`src/rtl/cobs_frame_fifo_pkg.sv`:
```
// -----------------------------------------------------------------------------
// cobs_package
// Shared definitions for the COBS frame FIFO: the byte width, the frame
// delimiter value, the byte type, the accept/drop state encoding and a small
// helper that recognises the delimiter.
// No ports (package).
// -----------------------------------------------------------------------------
package cobs_package;

  localparam int COBS_BYTE_WIDTH = 8;

  typedef logic [COBS_BYTE_WIDTH-1:0] cobs_byte_t;

  localparam cobs_byte_t COBS_DELIMITER = 8'h00;

  typedef enum logic [0:0] {
    COBS_FIFO_ACCEPT = 1'b0,
    COBS_FIFO_DROP   = 1'b1
  } cobs_fifo_state_t;

  // True when the byte closes a COBS frame.
  function automatic logic cobs_is_delim(input cobs_byte_t b);
    return (b == COBS_DELIMITER);
  endfunction

endpackage

```
`src/rtl/cobs_frame_fifo_ram.sv`:
```
// -----------------------------------------------------------------------------
// cobs_fifo_ram
// DEPTH x 8 storage for the frame FIFO: one synchronous write port and one
// asynchronous (combinational) read port. Contents are not reset; validity of
// each location is tracked by the pointers in the parent.
// Ports:
//   clk    in   system clock
//   we     in   write enable
//   waddr  in   write address
//   wdata  in   write byte
//   raddr  in   read address
//   rdata  out  byte at raddr (combinational)
// -----------------------------------------------------------------------------
module cobs_fifo_ram
  import cobs_package::*;
#(
  parameter int DEPTH = 64,
  localparam int ADDR_W = $clog2(DEPTH)
) (
  input  logic                       clk,
  input  logic                       we,
  input  logic [ADDR_W-1:0]          waddr,
  input  logic [COBS_BYTE_WIDTH-1:0] wdata,
  input  logic [ADDR_W-1:0]          raddr,
  output logic [COBS_BYTE_WIDTH-1:0] rdata
);

  cobs_byte_t mem_r [DEPTH];

  // Storage write port.
  always_ff @(posedge clk) begin
    if (we) begin
      mem_r[waddr] <= wdata;
    end
  end

  assign rdata = mem_r[raddr];

endmodule

```
`src/rtl/cobs_frame_fifo.sv`:
```
// -----------------------------------------------------------------------------
// cobs_frame_fifo
// Frame-aware byte FIFO for a COBS packet stream. Bytes are written
// speculatively at wr_ptr; only when the 0x00 delimiter lands is commit_ptr
// advanced, so the reader (bounded by commit_ptr) never sees a partial frame.
// A frame that hits a full buffer is rewound to commit_ptr and the rest of it
// is swallowed until its delimiter. The input is never back-pressured.
//
// Optional feature macro: COBS_FRAME_FIFO_STATS_EN
//   defined   -> frames_committed / frames_discarded are 16-bit saturating
//                counters, cleared only by reset
//   undefined -> both outputs tied to zero, no counter logic
//
// Ports:
//   clk              in   system clock
//   reset_n          in   asynchronous active-low reset
//   s_axis_tdata     in   COBS byte from the packetizer
//   s_axis_tvalid    in   input byte valid
//   s_axis_tready    out  high at all times out of reset
//   m_axis_tdata     out  committed byte to the transmitter
//   m_axis_tvalid    out  committed byte available
//   m_axis_tready    in   transmitter accepts byte
//   m_axis_tlast     out  current output byte is the delimiter
//   frame_dropped    out  one-cycle pulse per discarded frame
//   frames_pending   out  whole frames committed but not fully read
//   frames_committed out  statistics (see macro above)
//   frames_discarded out  statistics (see macro above)
// -----------------------------------------------------------------------------
module cobs_frame_fifo
  import cobs_package::*;
#(
  parameter int DEPTH = 64,
  localparam int ADDR_W = $clog2(DEPTH)
) (
  input  logic                       clk,
  input  logic                       reset_n,
  input  logic [COBS_BYTE_WIDTH-1:0] s_axis_tdata,
  input  logic                       s_axis_tvalid,
  output logic                       s_axis_tready,
  output logic [COBS_BYTE_WIDTH-1:0] m_axis_tdata,
  output logic                       m_axis_tvalid,
  input  logic                       m_axis_tready,
  output logic                       m_axis_tlast,
  output logic                       frame_dropped,
  output logic [ADDR_W:0]            frames_pending,
  output logic [15:0]                frames_committed,
  output logic [15:0]                frames_discarded
);

  localparam logic [ADDR_W:0] DEPTH_P = (ADDR_W+1)'(DEPTH);
  localparam logic [ADDR_W:0] ONE_P   = (ADDR_W+1)'(1);

  logic [ADDR_W:0]  wr_ptr_r;
  logic [ADDR_W:0]  commit_ptr_r;
  logic [ADDR_W:0]  rd_ptr_r;
  cobs_fifo_state_t state_r;
  logic             s_ready_r;
  logic             drop_r;
  logic [ADDR_W:0]  pending_r;

  logic [ADDR_W:0]  wr_ptr_n;
  logic [ADDR_W:0]  commit_ptr_n;
  cobs_fifo_state_t state_n;
  logic [ADDR_W:0]  pending_n;
  logic             we_s;
  logic             commit_s;
  logic             drop_s;

  logic             in_fire_s;
  logic             in_delim_s;
  logic             full_s;
  logic             out_valid_s;
  logic             out_last_s;
  logic             read_last_s;
  cobs_byte_t       rd_data_s;

  assign in_fire_s   = s_axis_tvalid && s_ready_r;
  assign in_delim_s  = cobs_is_delim(s_axis_tdata);
  // Full is measured against rd_ptr, not commit_ptr: uncommitted bytes of the
  // frame being written occupy real storage.
  assign full_s      = ((wr_ptr_r - rd_ptr_r) == DEPTH_P);
  assign out_valid_s = (rd_ptr_r != commit_ptr_r);
  assign out_last_s  = out_valid_s && cobs_is_delim(rd_data_s);
  assign read_last_s = out_valid_s && m_axis_tready && out_last_s;

  cobs_fifo_ram #(
    .DEPTH (DEPTH)
  ) u_ram (
    .clk   (clk),
    .we    (we_s),
    .waddr (wr_ptr_r[ADDR_W-1:0]),
    .wdata (s_axis_tdata),
    .raddr (rd_ptr_r[ADDR_W-1:0]),
    .rdata (rd_data_s)
  );

  // Write-side next state: speculative store, commit on delimiter, rewind on overflow.
  always_comb begin
    wr_ptr_n     = wr_ptr_r;
    commit_ptr_n = commit_ptr_r;
    state_n      = state_r;
    we_s         = 1'b0;
    commit_s     = 1'b0;
    drop_s       = 1'b0;
    if (in_fire_s) begin
      case (state_r)
        COBS_FIFO_ACCEPT: begin
          if (!full_s) begin
            we_s     = 1'b1;
            wr_ptr_n = wr_ptr_r + ONE_P;
            if (in_delim_s) begin
              commit_ptr_n = wr_ptr_r + ONE_P;
              commit_s     = 1'b1;
            end else begin
              commit_ptr_n = commit_ptr_r;
            end
          end else begin
            // Discard the partial frame; an overflowing delimiter ends it at once.
            wr_ptr_n = commit_ptr_r;
            drop_s   = 1'b1;
            if (in_delim_s) begin
              state_n = COBS_FIFO_ACCEPT;
            end else begin
              state_n = COBS_FIFO_DROP;
            end
          end
        end
        COBS_FIFO_DROP: begin
          if (in_delim_s) begin
            state_n = COBS_FIFO_ACCEPT;
          end else begin
            state_n = COBS_FIFO_DROP;
          end
        end
        default: begin
          wr_ptr_n = commit_ptr_r;
          state_n  = COBS_FIFO_ACCEPT;
        end
      endcase
    end else begin
      state_n = state_r;
    end
  end

  // Pending-frame count; a commit and a delimiter read in the same cycle cancel.
  always_comb begin
    pending_n = pending_r;
    case ({commit_s, read_last_s})
      2'b10:   pending_n = pending_r + ONE_P;
      2'b01:   pending_n = pending_r - ONE_P;
      default: pending_n = pending_r;
    endcase
  end

  // Pointer, state and status registers.
  always_ff @(posedge clk or negedge reset_n) begin
    if (!reset_n) begin
      wr_ptr_r     <= '0;
      commit_ptr_r <= '0;
      rd_ptr_r     <= '0;
      state_r      <= COBS_FIFO_ACCEPT;
      s_ready_r    <= 1'b0;
      drop_r       <= 1'b0;
      pending_r    <= '0;
    end else begin
      wr_ptr_r     <= wr_ptr_n;
      commit_ptr_r <= commit_ptr_n;
      state_r      <= state_n;
      s_ready_r    <= 1'b1;
      drop_r       <= drop_s;
      pending_r    <= pending_n;
      if (out_valid_s && m_axis_tready) begin
        rd_ptr_r <= rd_ptr_r + ONE_P;
      end
    end
  end

  assign s_axis_tready  = s_ready_r;
  assign m_axis_tdata   = rd_data_s;
  assign m_axis_tvalid  = out_valid_s;
  assign m_axis_tlast   = out_last_s;
  assign frame_dropped  = drop_r;
  assign frames_pending = pending_r;

`ifdef COBS_FRAME_FIFO_STATS_EN
  logic [15:0] committed_r;
  logic [15:0] discarded_r;

  // Saturating frame statistics.
  always_ff @(posedge clk or negedge reset_n) begin
    if (!reset_n) begin
      committed_r <= 16'h0000;
      discarded_r <= 16'h0000;
    end else begin
      if (commit_s && (committed_r != 16'hFFFF)) begin
        committed_r <= committed_r + 16'h0001;
      end
      if (drop_s && (discarded_r != 16'hFFFF)) begin
        discarded_r <= discarded_r + 16'h0001;
      end
    end
  end

  assign frames_committed = committed_r;
  assign frames_discarded = discarded_r;
`else
  assign frames_committed = 16'h0000;
  assign frames_discarded = 16'h0000;
`endif

endmodule
```
`config.mk`:
```
export PLATFORM = sky130hd
export DESIGN_NAME = cobs_frame_fifo
export DESIGN_NICKNAME = d
export VERILOG_FILES = /design/src/rtl/cobs_frame_fifo_pkg.sv /design/src/rtl/cobs_frame_fifo_ram.sv /design/src/rtl/cobs_frame_fifo.sv
export SDC_FILE = /design/constraint.sdc
export NUM_CORES = 1
export LEC_CHECK = 0
export ABC_CLOCK_PERIOD_IN_PS = 7100
export BUFFER_PORTS_ARGS = -buffer_cell sky130_fd_sc_hd__buf_2
export CORE_MARGIN = 2
export CORE_UTILIZATION = 56
export CTS_BUF_LIST = sky130_fd_sc_hd__clkbuf_8 sky130_fd_sc_hd__clkbuf_16
export DETAILED_ROUTE_END_ITERATION = 7
export PLACE_DENSITY_LB_ADDON = 0.12
export REMOVE_ABC_BUFFERS = 1
export SLEW_MARGIN = 25
export SYNTH_ARGS = -nofsm -noshare
export SYNTH_HDL_FRONTEND = slang
export SYNTH_SLANG_ARGS = --single-unit
```
`constraint.sdc`:
```
create_clock -name clk -period 7.1 [get_ports clk]
set_input_delay 1.065 -clock clk [delete_from_list [all_inputs] [get_ports clk]]
set_output_delay 1.065 -clock clk [all_outputs]
set_load 0.05 [all_outputs]
```
==> reports/metrics.cfg, run 1 <==
[clocking]
h-tree-depth = 2
holdBufCountCts = 0
numCtsBuffers = 54
root_buffer = clkbuf_16
cts.repair.resized = 0
clock_sinks = 543
clock_latency_ns = 0.61
cts_buffer_depth = 3
cts_setup_buffers = 0
clkTransAtPathRegs_ns = 0.07
cts_tree = done

[setup_path]
cp.arrival_ns = 6.21
cp_slowest_cell = dfrtp_2
cp_cell_sequence = clkinv_1 -> ha_1 -> nor2b_1 -> o21ai_0 -> a21boi_0 -> o21a_1 -> or4_1 -> a2111oi_2 -> or3_1 -> ha_1 -> ha_1 -> a21o_1 -> a21oi_1 -> o21bai_1 -> a21oi_1 -> xor2_1 -> nor2_1 -> xor2_1
cpPeakStageDelay_ns = 0.92
crit_path_end_kind = register
required_ns = 7.58
worstSetupPathType = register to register
rr_worst_depth = 18
cp_max_fo = 32
cp.depth = 18
ff2ff_setup_slack_ns = 1.37
r2r-start = rd_ptr_r[1]
cp_common_cell = ha_1
r2r_end = frames_pending[6]
path_buf_inv = 1
startpoint_type = register
path_delay_family = compound AO/OA/AOI/OAI gates

[flow_run]
max-cap-violations = 0

[power]
p_per_area_nw_per_um2 = 392
leakage_nw = 8.56
power_mw = 9.85
irDropWorstVdd_uv = 229

[timing]
setup_ws_ns = 1.37
post-route-period-util = 0.808
clock_skew_ns = 0.0228
tightest_slew_ns = 0.935
rsz0062_at_grt = no
hold_viol = 0
finalSetupViolations = 0
finalCriticalPeriod_ns = 5.73
slew_viol_final = 0
slew_headroom = 0.374
max_freq_ghz = 0.174

[placed_design]
dpl_cell_area_um2 = 23300
port_buffers = 30
gp_congestion = 0.877
dp_cells = 1792
post-place-ws_ns = 1.41
place_hpwl_um = 34200

[global_route]
grt_util_all_layers = 0.268
grt_pass1_vias = 11900
grt_max_degree = 66
grt_pass1_wl_um = 79700
grt_overflow = 0
antenna_found_initial = 0

[cells_and_area]
final_common_cell = edfxtp_1
instances_no_fill = 1894
nets = 1350
syn_to_final_growth_pct = 12.8
insertedDiodeCount = 0
layout-drive-gt1-share = 0.234
design_area_um2 = 25100
fillers = 2809
layout_common_cells = edfxtp_1 (512), mux4_2 (90), buf_4 (89)

[route]
vias_per_cell = 6.27
wirelength_um = 54000
vias = 11900
remaining_drc_errors = 0
wire_per_inst_um = 28.5
ant_nets = 0
dr.pass1.iters = 5
drt_first_iter_violations = 1257

[floorplanning]
pin_count = 63
die_h_um = 203
die-area_um2 = 41400
core_um2 = 39500
initial_core_util = 0.564
die_x_um = 203
fp-row-count = 73

[logic_synthesis]
synth_fa_ha_area_frac = 0.00877
ys_warn_count = 0
synth-compound-area-share = 0.0422
yosys-top-cells-area = edfxtp_1 (69%), mux4_2 (9.1%), mux2i_1 (3.6%), dfrtp_1 (3.5%), nor3_1 (1.3%)
synthCells = 1221
yosys.area_share.simple = 0.0437
avgSynthCellArea_um2 = 18.2
synth_ff_type = edfxtp_1
synth_mux_area_frac = 0.139
synthXorXnorAreaFrac = 0.0114
synth_async_sr_flop_share = 0.0571
ys_seq_elements = 543
synth_edf_count = 512
synth_top_area_frac = 0.691
syn_area_um2 = 22300
synth_top_area_cell = edfxtp_1
synth_top_family_by_area = multiplexers
synth_seq_area_share = 0.726
yosysUniqueCellTypes = 61

[worst_hold_path]
hold_end = frames_pending[6]
hold_start = frames_pending[6]
hold_class = register to register
holdPathStages = 1

[status]
status = finished clean

-- synth_stat cells, drive strengths merged (3+ instances only) --
library cell,number
nand3,26
nor3,58
nand2,44
xor2,13
o21ai,18
xnor2,16
a2bb2oi,4
nand4,6
nand2b,3
nor4,3
clkbuf,28
mux2i,79
a22oi,36
a31oi,8
mux4,97
and2,3
a221oi,13
buf,78
and3,3
edfxtp,512
dfrtp,31
or3,7
nor2b,8
inv,9
clkinv,3
nor2,27
mux2,8
o221ai,3
a221o,4
a21oi,23
or2,4
ha,14
o2111ai,3
o211ai,4
-- cell type report --
cell class | count | area, um^2 | area share
Multi-Input combinational cell | 591 | 5610 | 0.223
Inverter | 12 | 45.0 | 0.00179
Timing Repair Buffer | 121 | 858 | 0.0342
Clock buffer | 54 | 1350 | 0.0538
Clock inverter | 48 | 437 | 0.0174
Sequential cell | 543 | 16200 | 0.643
Tap cell | 525 | 657 | 0.0262
-- where the power goes --
part / total (mW) / internal [mW] / leakage, nW / switching, mW
Clock: 2.85 / 1.65 / 0.898 / 1.21
Sequential: 3.86 / 3.60 / 5.00 / 0.267
Combinational: 3.13 / 1.17 / 2.67 / 1.96
-- per-stage QoR --
step,hold WS (ns),TNS (ns),util
floorplan,0.475,-1236.44,-
global placement,0.462,0,0.591
detailed placement,0.471,0,0.591
CTS,0.480,0,0.636
global route,0.504,0,0.636
finish,0.479,0,0.636
-- per-layer routing --
metal / up-vias / GRT usage / wire, um
met5: - / 0 / 0
met4: 0 / 0.105 / 2090
met3: 121 / 0.0419 / 3530
met2: 500 / 0.423 / 26200
met1: 6174 / 0.382 / 22200
li1: 5089 / - / -
-- worst max-delay path by stage --
stage,startpoint,endpoint,slack (ns)
final,rd_ptr_r[1],frames_pending[6],1.37
after global routing,rd_ptr_r[1],frames_pending[6],0.92
after CTS,rd_ptr_r[0],m_axis_tlast,1.35
after detailed placement,rd_ptr_r[1],frames_pending[6],1.41
after global placement,rd_ptr_r[1],frames_pending[6],1.46
after floorplan,rd_ptr_r[0],frames_pending[6],-3.03
-- registers in the layout, indices dropped and copies added (netlist names) --
name	cells
commit_ptr_r	7
frame_dropped	1
frames_pending	7
rd_ptr_r	7
s_axis_tready	1
state_r	1
u_ram.mem_r	512
wr_ptr_r	7
-- cells by family (layout without fill, tap and decap cells) --
kind of cell,Yosys count,after routing
mux,184,184
simple gates,198,198
buf+inv,118,235
compound gates,132,132
other cells,2,33
fa+ha+maj,15,15
xor+xnor,29,29
flops,543,543
(Power assumes the default switching activity.)
==> inputs of run 2 (changes only) <==
ABC_CLOCK_PERIOD_IN_PS = 5950   (was 7100)
clock period = 5.95 ns   (was 7.1 ns; I/O delays follow)
==> reports/metrics.cfg, run 2 (synthesis results as in run 1) <==
[status]
status = finished clean

[route]
wirelength_um = 55200
top_layer_used = met4
vias_per_cell = 6.31
remaining_drc_errors = 0
ant_nets = 0
wl_met3_um = 4200
drt-met1-wl_um = 22500
vias = 12100
dr.pass1.iters = 5
drt_first_iter_violations = 1304
wl_met2_um = 26200
wire_per_inst_um = 28.9

[timing]
slew_headroom = 0.287
rsz0062_at_grt = no
slew_viol_final = 0
finalSetupViolations = 0
clock_skew_ns = 0.0153
max_freq_ghz = 0.187
post-route-period-util = 0.901
hold_viol = 0
tns_ns = 0
finalCriticalPeriod_ns = 5.36
tightest_slew_ns = 1.06

[clocking]
root_buffer = clkbuf_16
cts_setup_buffers = 0
clock_sinks = 543
h-tree-depth = 2
cts_tree = done
numCtsBuffers = 54
holdBufCountCts = 0
clock_latency_ns = 0.60
cts.repair.resized = 0
clkTransAtPathRegs_ns = 0.06
cts_buffer_depth = 3

[cells_and_area]
syn_to_final_growth_pct = 13.5
regMostFlops = u_ram.mem_r
nets = 1369
layout-drive-gt1-share = 0.240
final_common_cell = edfxtp_1
fillers = 2780
largest_reg_flops = 512
insertedDiodeCount = 0
layout_common_cells = edfxtp_1 (512), buf_4 (104), mux4_2 (90)

[setup_path]
cp.arrival_ns = 5.84
required_ns = 6.43
r2r_end = frames_pending[6]
critPathCapture = frames_pending[6]
cp_max_fo = 30
ff2ff_setup_slack_ns = 0.59
crit_path_end_kind = register
worstSetupPathType = register to register
rr_worst_depth = 19
startpoint_type = register
r2r-start = rd_ptr_r[0]
startpoint = rd_ptr_r[0]

[global_route]
grt_pass1_wl_um = 80600
grt_util_all_layers = 0.273
grt_max_degree = 65
antenna_found_initial = 1
grt_pass1_vias = 12100
grt_overflow = 0

[floorplanning]
pin_count = 63
initial_core_util = 0.564
die_h_um = 203
core_um2 = 39500
fp-row-count = 73
die_x_um = 203
die-area_um2 = 41400

[power]
leakage_nw = 8.69
p_per_area_nw_per_um2 = 467
power_mw = 11.8
irDropWorstVdd_uv = 270

[worst_hold_path]
hold_class = input port to async pin

[placed_design]
gp_congestion = 0.829
port_buffers = 30
place_hpwl_um = 35100

[flow_run]
max-cap-violations = 0

run 2: through the flow:
| step | std cells | setup slack [ns] | hold WS [ns] | cell area [um^2] | utilization |
|---|---|---|---|---|---|
| floorplan | 1146 | -4.18 | 0.475 | 21800 | - |
| global placement | 1811 | 0.699 | 0.483 | 23500 | 0.595 |
| detailed placement | 1811 | 0.642 | 0.487 | 23500 | 0.596 |
| CTS | 1910 | 0.635 | 0.365 | 25300 | 0.640 |
| global route | 1910 | 0.357 | 0.418 | 25300 | 0.640 |
| finish | 1910 | 0.589 | 0.365 | 25300 | 0.640 |
run 2: cell type report:
class | count | area, um^2 | share of cell area
inverters | 12 | 45.0 | 0.00178
flip-flops and latches | 543 | 16200 | 0.640
multi-input cells | 591 | 5600 | 0.222
clock buffers | 57 | 1430 | 0.0565
repair buffers | 140 | 1050 | 0.0416
clock inverters | 42 | 320 | 0.0127
well taps | 525 | 657 | 0.0260
run 2: worst min-delay path by stage:
stage	from	end	slack, ns	cells past startpoint
global placement	frames_pending[6]	frames_pending[6]	0.48	1
global route	reset_n	commit_ptr_r[6]	0.42	1
finish	reset_n	wr_ptr_r[4]	0.36	1
floorplan	state_r	state_r	0.48	1
detailed placement	frames_pending[6]	frames_pending[6]	0.49	1
CTS	reset_n	commit_ptr_r[6]	0.37	1
run 2: critical path, stage by stage, from the launching register on:
cell	delay (ns)
dfrtp_4	0.52
buf_12	0.27
buf_12	0.23
mux4_2	0.51
a22oi_1	0.16
nand2_1	0.09
o21ai_0	0.43
a211oi_1	0.14
or4_1	0.49
or4b_4	0.55
nor2_1	0.13
ha_1	0.34
ha_1	0.33
a21o_1	0.17
a21oi_1	0.21
o21bai_1	0.08
a21oi_1	0.18
xor2_1	0.16
nor2_1	0.07
xor2_1	0.15
run 2: report_power, final:
group | leakage (nW) | switching (mW) | internal [mW] | total [mW]
registers | 5.00 | 0.174 | 4.29 | 4.47
logic | 2.78 | 2.52 | 1.47 | 3.99
clock network | 0.907 | 1.40 | 1.94 | 3.34
run 2: metal layers:
layer,global-route usage,vias up
met5,0,-
met4,0.119,0
met3,0.0521,129
met2,0.425,540
met1,0.384,6267
li1,-,5124
